<file path="config.mk">
export PLATFORM = sky130hd
export DESIGN_NAME = joypad_ctrl_flat
export DESIGN_NICKNAME = d
export VERILOG_FILES = /design/src/rtl/joypad_ctrl_if.sv /design/src/rtl/joypad_ctrl.sv /design/src/flat_wrapper.sv
export SDC_FILE = /design/constraint.sdc
export NUM_CORES = 1
export LEC_CHECK = 0
export CORE_AREA = 10 10 120 122
export CTS_CLUSTER_SIZE = 30
export DETAILED_ROUTE_END_ITERATION = 10
export DIE_AREA = 0 0 130 132
export MAX_ROUTING_LAYER = met4
export PLACE_DENSITY = 0.79
export SLEW_MARGIN = 20
export SYNTH_ARGS = -nofsm -noshare
export SYNTH_HDL_FRONTEND = slang
export SYNTH_SLANG_ARGS = --single-unit
</file>
<file path="constraint.sdc">
create_clock -name cpu_clk -period 2.3 [get_ports cpu_clk]
set_input_delay 0.69 -clock cpu_clk [delete_from_list [all_inputs] [get_ports cpu_clk]]
set_output_delay 0.69 -clock cpu_clk [all_outputs]
set_load 0.02 [all_outputs]
</file>
<file path="src/rtl/joypad_ctrl_if.sv">
// CPU-side P1/JOYP bus between the memory map and the joypad input stage.
interface joypad_ctrl_if;
  logic       p1_wr;
  logic [7:0] p1_wdata;
  logic [7:0] p1_rdata;
  logic       irq_joypad;

  modport master (output p1_wr, p1_wdata, input p1_rdata, irq_joypad);
  modport slave  (input p1_wr, p1_wdata, output p1_rdata, irq_joypad);
endinterface

</file>
<file path="src/rtl/joypad_ctrl.sv">
// Joypad input stage: synchronises and debounces the eight active-low pins,
// holds the P1 select bits, muxes the P1 read value and raises the joypad IRQ.
module joypad_ctrl #(
  parameter int unsigned DEBOUNCE_CYCLES = 20950,
  parameter int unsigned CNT_W           = 15
) (
  input  logic         cpu_clk,
  input  logic         rst,
  input  logic         joypad_up,
  input  logic         joypad_down,
  input  logic         joypad_left,
  input  logic         joypad_right,
  input  logic         joypad_a,
  input  logic         joypad_b,
  input  logic         joypad_select,
  input  logic         joypad_start,
  joypad_ctrl_if.slave p1,
  output logic [7:0]   keys_stable
);

  localparam int unsigned NKEYS = 8;
  localparam logic [CNT_W-1:0] CNT_MAX = CNT_W'(DEBOUNCE_CYCLES - 1);

  logic [NKEYS-1:0] raw;
  logic [NKEYS-1:0] sync1;
  logic [NKEYS-1:0] sync2;
  logic [NKEYS-1:0] stable;
  logic [CNT_W-1:0] cnt [NKEYS];
  logic [1:0]       sel;
  logic [3:0]       nib;
  logic [3:0]       prev_nibble;
  logic             irq;
  logic             unused_wdata;

  assign raw = {joypad_start, joypad_select, joypad_b, joypad_a,
                joypad_down, joypad_up, joypad_left, joypad_right};

  // Two-flop synchroniser followed by an independent debounce counter per key.
  always_ff @(posedge cpu_clk or negedge rst) begin
    if (!rst) begin
      sync1  <= '1;
      sync2  <= '1;
      stable <= '1;
      for (int i = 0; i < NKEYS; i++) cnt[i] <= '0;
    end else begin
      sync1 <= raw;
      sync2 <= sync1;
      for (int i = 0; i < NKEYS; i++) begin
        if (sync2[i] == stable[i]) begin
          cnt[i] <= '0;
        end else if (cnt[i] == CNT_MAX) begin
          stable[i] <= sync2[i];
          cnt[i]    <= '0;
        end else begin
          cnt[i] <= cnt[i] + CNT_W'(1);
        end
      end
    end
  end

  always_ff @(posedge cpu_clk or negedge rst) begin
    if (!rst) begin
      sel <= 2'b11;
    end else if (p1.p1_wr) begin
      sel <= p1.p1_wdata[5:4];
    end
  end

  // A low select bit enables its group; both low ANDs the groups together.
  always_comb begin
    nib = 4'hF;
    case (sel)
      2'b10:   nib = stable[3:0];
      2'b01:   nib = stable[7:4];
      2'b00:   nib = stable[3:0] & stable[7:4];
      default: nib = 4'hF;
    endcase
  end

  // Any 1->0 on the visible nibble yields a single-cycle request.
  always_ff @(posedge cpu_clk or negedge rst) begin
    if (!rst) begin
      prev_nibble <= 4'hF;
      irq         <= 1'b0;
    end else begin
      prev_nibble <= nib;
      irq         <= |(prev_nibble & ~nib);
    end
  end

  assign p1.p1_rdata   = {2'b11, sel, nib};
  assign p1.irq_joypad = irq;
  assign keys_stable   = stable;
  assign unused_wdata  = ^{p1.p1_wdata[7:6], p1.p1_wdata[3:0]};

endmodule
</file>
<file path="src/flat_wrapper.sv">
// flat-port wrapper written by rule: the top's interface ports become plain ports
module joypad_ctrl_flat 
#(
  parameter int unsigned DEBOUNCE_CYCLES = 20950,
  parameter int unsigned CNT_W           = 15
)
  (cpu_clk, rst, joypad_up, joypad_down, joypad_left, joypad_right, joypad_a, joypad_b, joypad_select, joypad_start, keys_stable, p1_p1_wr, p1_p1_wdata, p1_p1_rdata, p1_irq_joypad);
  joypad_ctrl_if p1_i ();
  input  logic cpu_clk;
  input  logic rst;
  input  logic joypad_up;
  input  logic joypad_down;
  input  logic joypad_left;
  input  logic joypad_right;
  input  logic joypad_a;
  input  logic joypad_b;
  input  logic joypad_select;
  input  logic joypad_start;
  output logic [7:0] keys_stable;
  input wire logic [$bits(p1_i.p1_wr)-1:0] p1_p1_wr;
  input wire logic [$bits(p1_i.p1_wdata)-1:0] p1_p1_wdata;
  output wire logic [$bits(p1_i.p1_rdata)-1:0] p1_p1_rdata;
  output wire logic [$bits(p1_i.irq_joypad)-1:0] p1_irq_joypad;
  assign p1_i.p1_wr = p1_p1_wr;
  assign p1_i.p1_wdata = p1_p1_wdata;
  assign p1_p1_rdata = p1_i.p1_rdata;
  assign p1_irq_joypad = p1_i.irq_joypad;
  joypad_ctrl #(.DEBOUNCE_CYCLES(DEBOUNCE_CYCLES), .CNT_W(CNT_W)) u_core (.cpu_clk(cpu_clk), .rst(rst), .joypad_up(joypad_up), .joypad_down(joypad_down), .joypad_left(joypad_left), .joypad_right(joypad_right), .joypad_a(joypad_a), .joypad_b(joypad_b), .joypad_select(joypad_select), .joypad_start(joypad_start), .p1(p1_i), .keys_stable(keys_stable));
endmodule
</file>
# Word-level counts from Yosys, hierarchy flattened
# Index checks and enable logic that the tools add are counted.
dict set report word_totals {
  out_inout_bits 17
  reg_bits 151
}
dict set report op_classes {
  add_sub_neg 8
  n_eq_ne 18
  reduce_logical 10
  n_mux 17
  n_bitwise 11
}
# operator n
set ops {}
lappend ops {{two-way mux 15 bit} 16}
lappend ops {{adder 15 x 1 -> 15 bit, second input constant} 8}
lappend ops {{equality test 15 bit, second input constant} 8}
lappend ops {{AND reduction 2 bit} 8}
lappend ops {{one-hot mux 4 bit (3 select lines)} 1}
lappend ops {{bitwise AND 4 bit} 2}
lappend ops {{equality test 1 bit} 8}
lappend ops {{NOT 1 bit} 8}
lappend ops {{NOT 4 bit} 1}
lappend ops {{OR reduction 4 bit} 1}
lappend ops {{equality test 2 x 1 -> 1 bit, second input constant} 1}
lappend ops {{equality test 2 bit, second input constant} 1}
lappend ops {{logical NOT 2 bit} 1}

# Logic depth before layout (Yosys ltp)
dict set report logic_depth {
  word_depth 5
  depth_mapped 8
}

# Worst setup path before layout
# No wires, ideal clock.
dict set report synth_timing {
  path_kind {flip-flop to flip-flop}
  from {register u_core.cnt[106] in the netlist's numbering}
  to {register u_core.cnt[116] in the netlist's numbering}
  arrival_time_ps 1858
  stages_incl_launch_ff 8
  setup_ps 119
  required_time_ps 2181
  synth_period_minus_slack_ps 1977
  setup_slack_ps 323
  cell_sequence {dfrtp_1 > inv_1 > ha_1 > or4bb_1 > or4_4 > nand2_2 > buf_4 > nor2_1}
}
dict set report synth_via {
  elab_chain_len 3
}
# element line
set synth_lines {}
lappend synth_lines {{start, declared} joypad_ctrl.sv:28} ;# logic [CNT_W-1:0] cnt [NKEYS];
lappend synth_lines {{start signal, assigned by index} joypad_ctrl.sv:55} ;# cnt[i] <= cnt[i] + CNT_W'(1);
lappend synth_lines {{adder 15 x 1 -> 15 bit or equality test 15 bit (tied branches)} {joypad_ctrl.sv:55, joypad_ctrl.sv:51}}
lappend synth_lines {{two-way mux 15 bit (*)} joypad_ctrl.sv:51} ;# end else if (cnt[i] == CNT_MAX) begin
lappend synth_lines {{two-way mux 15 bit (*)} joypad_ctrl.sv:49} ;# if (sync2[i] == stable[i]) begin
# Every way passes the cells marked *; elsewhere a longest branch is shown, timed or not.
# A chain may end at the register's enable or synchronous reset.

# Worst setup path in the final report
dict set report layout_timing {
  from {register u_core.sel[1]}
  to {output p1_p1_rdata[3]}
}
dict set report layout_via {
  elab_chain_len 2
}
# element line
set layout_lines {}
lappend layout_lines {{start, declared} joypad_ctrl.sv:29} ;# logic [1:0] sel;
lappend layout_lines {{start signal, assigned} joypad_ctrl.sv:65} ;# sel <= p1.p1_wdata[5:4];
lappend layout_lines {{equality test 2 x 1 -> 1 bit, or another cell as far along} joypad_ctrl.sv:72} ;# case (sel)
lappend layout_lines {{one-hot mux 4 bit (3 select lines) (*)} joypad_ctrl.sv:72}
lappend layout_lines {{end, declared} flat_wrapper.sv:22} ;# output wire logic [$bits(p1_i.p1_rdata)-1:0] p1_p1_rdata;
# Marked as above.

==> flow_metrics.tcl <==
set metrics [dict create \
    cts_buffer_depth 2 \
    p_per_area_nw_per_um2 746 \
    outcome "finished clean" \
    grt_overflow_total 0 \
    synth_area_sq_um 7080 \
    reg2regPathDepth 6 \
    final_hold_viol_count 0 \
    via_per_inst 5.73 \
    drive_gt1_share_pct 12.6 \
    p_leak_nw 3.35 \
    whs_ns 0.247 \
    ant_nets 0 \
    yosysUniqueCellTypes 42 \
    slew_viol_final 0 \
    grt_max_degree 62 \
    drt-initial-drc-count 457 \
    drv_cap 0 \
    dieArea_sq_um 17200 \
    num-nets-final 752 \
    tns_ns 0 \
    cts_buffers 17 \
    synthXorXnorAreaFrac_pct 13.1 \
    post_cts_buffers 0 \
    ys_warn_count 0 \
    die_y_microns 132 \
    max-vdd-ir-drop_v 0.000720 \
    synth-simple-area-share_pct 24.3 \
    crit-reg2reg-launch "u_core.cnt[106]" \
    slew_headroom_pct 60.0 \
    synth_adder_area_share_pct 2.83 \
    r2r_end "u_core.cnt[107]" \
    dr.pass1.iters 5 \
    synth_area_leaders "dfrtp_1, dfstp_2, xnor2_1" \
    start_util_pct 59.5 \
    rsz0062_at_grt "false" \
    syn_to_final_growth_pct 15.3 \
    crit_arrival_ns 1.54 \
    place_congestion 0.886 \
    muxShareOfSynthArea_pct 1.64 \
    synth_top_area_cell "dfrtp_1" \
    dp_hpwl_microns 9250 \
    max_freq_ghz 0.448 \
    tightest_slew_ns 0.600 \
    numPortBuffers 27 \
    wl_per_cell_microns 15.9 \
    ys.flop_type "dfrtp_1" \
    min_period_ns 2.23 \
    yosysSeqAreaShare_pct 53.9 \
    clockRootBuffer "clkbuf_16" \
    hold_path.class "in -> async" \
    netlist_instances 676 \
    grt_usage_pct 17.6 \
    pin_count 36 \
    fin_worst_skew_ns 0.00771 \
    grt_pass1_wl_microns 24000 \
    cp_slowest_stage_delay_ns 0.60 \
    period_share_pct 97.1 \
    crit_chain "o22a_1 -> clkdlybuf4s15_2" \
    antenna_found_initial 1 \
    synthArstFlopShare_pct 100 \
    ys_seq_elements 151 \
    std_cell_rows 40 \
    num_vias 5035 \
    crit_type "reg -> out" \
    setup_viol 0 \
    worstSetupEndpointType "primary output" \
    synth_compound_area_share_pct 1.66 \
    synth_top_area_share_pct 42.7 \
    die_w_microns 130 \
    start_kind "register" \
    synth_edf_count 0 \
    core_area_sq_um 11900 \
    clk_latency_ns 0.42 \
    cpMaxStageDelayCell "dfstp_2" \
    grt_pass1_vias 5084 \
    syn_area_per_cell_sq_um 10.5 \
    critPathMaxFanout 6 \
    cp_data_required_time_ns 1.61 \
    synth_top_family_by_area "simple AND/OR/NAND/NOR gates" \
    wl_microns 14000 \
    tritoncts "yes" \
    clock_sinks 151 \
    path_clk_slew_ns 0.06 \
    r2r_setup_slack_ns 0.17 \
    drc 0 \
    cts-htree-levels 4 \
]
synthesized netlist by cell type (2+ instances only):
library cell,count
or4b_1,5
or3_1,3
o31ai_1,4
nor3_1,24
buf_6,3
o21ai_0,2
and2_1,2
or4_1,5
nand4b_1,6
nand2_2,3
nor4b_1,2
and3_1,5
dfrtp_1,121
xnor2_1,74
ha_1,16
nand4_1,29
a21oi_1,6
nor4_1,18
nor2_1,134
or4_4,3
dfstp_2,30
nand2_1,33
mux2_2,6
inv_1,25
buf_4,4
nor4bb_1,4
and4b_1,2
clkbuf_1,4
o22ai_1,2
nand4bb_1,3
mux2_1,3
o22a_1,4
or2_2,8
xor2_1,32
nand3_1,43
or4bb_1,2
worst max-delay path: cells and delay by family, from the launching register on:
family | cells | cell delay (ns)
flops | 1 | 0.60
compound gates | 1 | 0.23
buf+inv | 1 | 0.29
registers in the layout, summed over array words and instances, names as in the netlist:
name and cells:
u_core.cnt 120, u_core.keys_stable 8, u_core.p1.irq_joypad 1, u_core.prev_nibble 4, u_core.sel 2, u_core.sync1 8, u_core.sync2 8
where the power goes:
part           internal, mW  total [mW]  switching (mW)
clock                  1.98        3.01            1.03
sequential             2.74        2.81          0.0695
combinational         0.104       0.273           0.168
cell families (layout without fill, tap and decap cells):
group / count (synthesis) / count (layout)
AND/OR/NAND/NOR: 337 / 337
flip-flops: 151 / 151
XOR/XNOR: 106 / 106
buffers and inverters: 37 / 90
AO/OA/AOI/OAI: 18 / 18
adder cells (fa/ha/maj): 16 / 16
multiplexers: 10 / 10
other: 1 / 3
layer usage:
| metal | share of wire, % | track usage, % | vias up | wire [microns] |
|---|---|---|---|---|
| li1 | - | - | 2401 | - |
| met1 | 44 | 21.5 | 2465 | 6140 |
| met2 | 49 | 27.2 | 147 | 6830 |
| met3 | 5.7 | 5.31 | 22 | 804 |
| met4 | 1.6 | 6.00 | 0 | 226 |
| met5 | 0 | - | - | 0 |
stage by stage:
stage / area, sq um / std cells / utilization (%) / worst slack, ns / power (mW)
6_report: 8170 / 878 / 68.6 / 0.0672 / 6.09
5_1_grt: 8170 / 878 / 68.6 / 0.00418 / 6.32
4_1_cts: 8170 / 877 / 68.6 / 0.00239 / 6.14
3_5_place_dp: 7540 / 845 / 63.3 / 0.151 / 3.14
3_3_place_gp: 7540 / 845 / 63.3 / 0.191 / 3.12
2_1_floorplan: 7090 / 677 / - / 0.323 / 2.98
area by class of cell:
type | count | area, sq um
antenna | 1 | 2.50
clock buffer | 22 | 464
clock inverter | 10 | 178
fill | 854 | 3740
inverter | 25 | 93.8
multi-input combinational | 489 | 3090
sequential | 151 | 3820
tap | 147 | 184
timing repair buffer | 33 | 335
cells in the final DEF, fill, tap and decap left out, types with 6 or more instances in the layout:
| cell | instances |
|---|---|
| inv_1 | 25 |
| dfrtp_1 | 121 |
| nor2_1 | 134 |
| clkbuf_16 | 17 |
| ha_1 | 16 |
| dlygate4sd2_1 | 8 |
| a21oi_1 | 6 |
| xor2_1 | 32 |
| mux2_2 | 6 |
| nor3_1 | 24 |
| or2_2 | 8 |
| nand3_1 | 43 |
| nor4_1 | 18 |
| dfstp_2 | 30 |
| nand2_1 | 33 |
| xnor2_1 | 74 |
| clkdlybuf4s50_1 | 12 |
| nand4_1 | 29 |
| nand4b_1 | 6 |
how the worst max path moves through the flow:
stage,from,to,cells after the start
3_3_place_gp,u_core.sel[1],p1_p1_rdata[3],2
6_report,u_core.sel[1],p1_p1_rdata[3],2
5_1_grt,u_core.sel[1],p1_p1_rdata[3],2
4_1_cts,u_core.sel[1],p1_p1_rdata[1],2
3_5_place_dp,u_core.sel[1],p1_p1_rdata[0],2
2_1_floorplan,u_core.cnt[106],u_core.cnt[116],7
repair_timing:
item,4_1_cts,5_1_grt
setup endpoints to repair,12,5
gates cloned,0,0
resized for setup,17,6
pin swaps,0,1
hold buffers,0,0
Note: power is estimated with default switching activity, not from simulation.
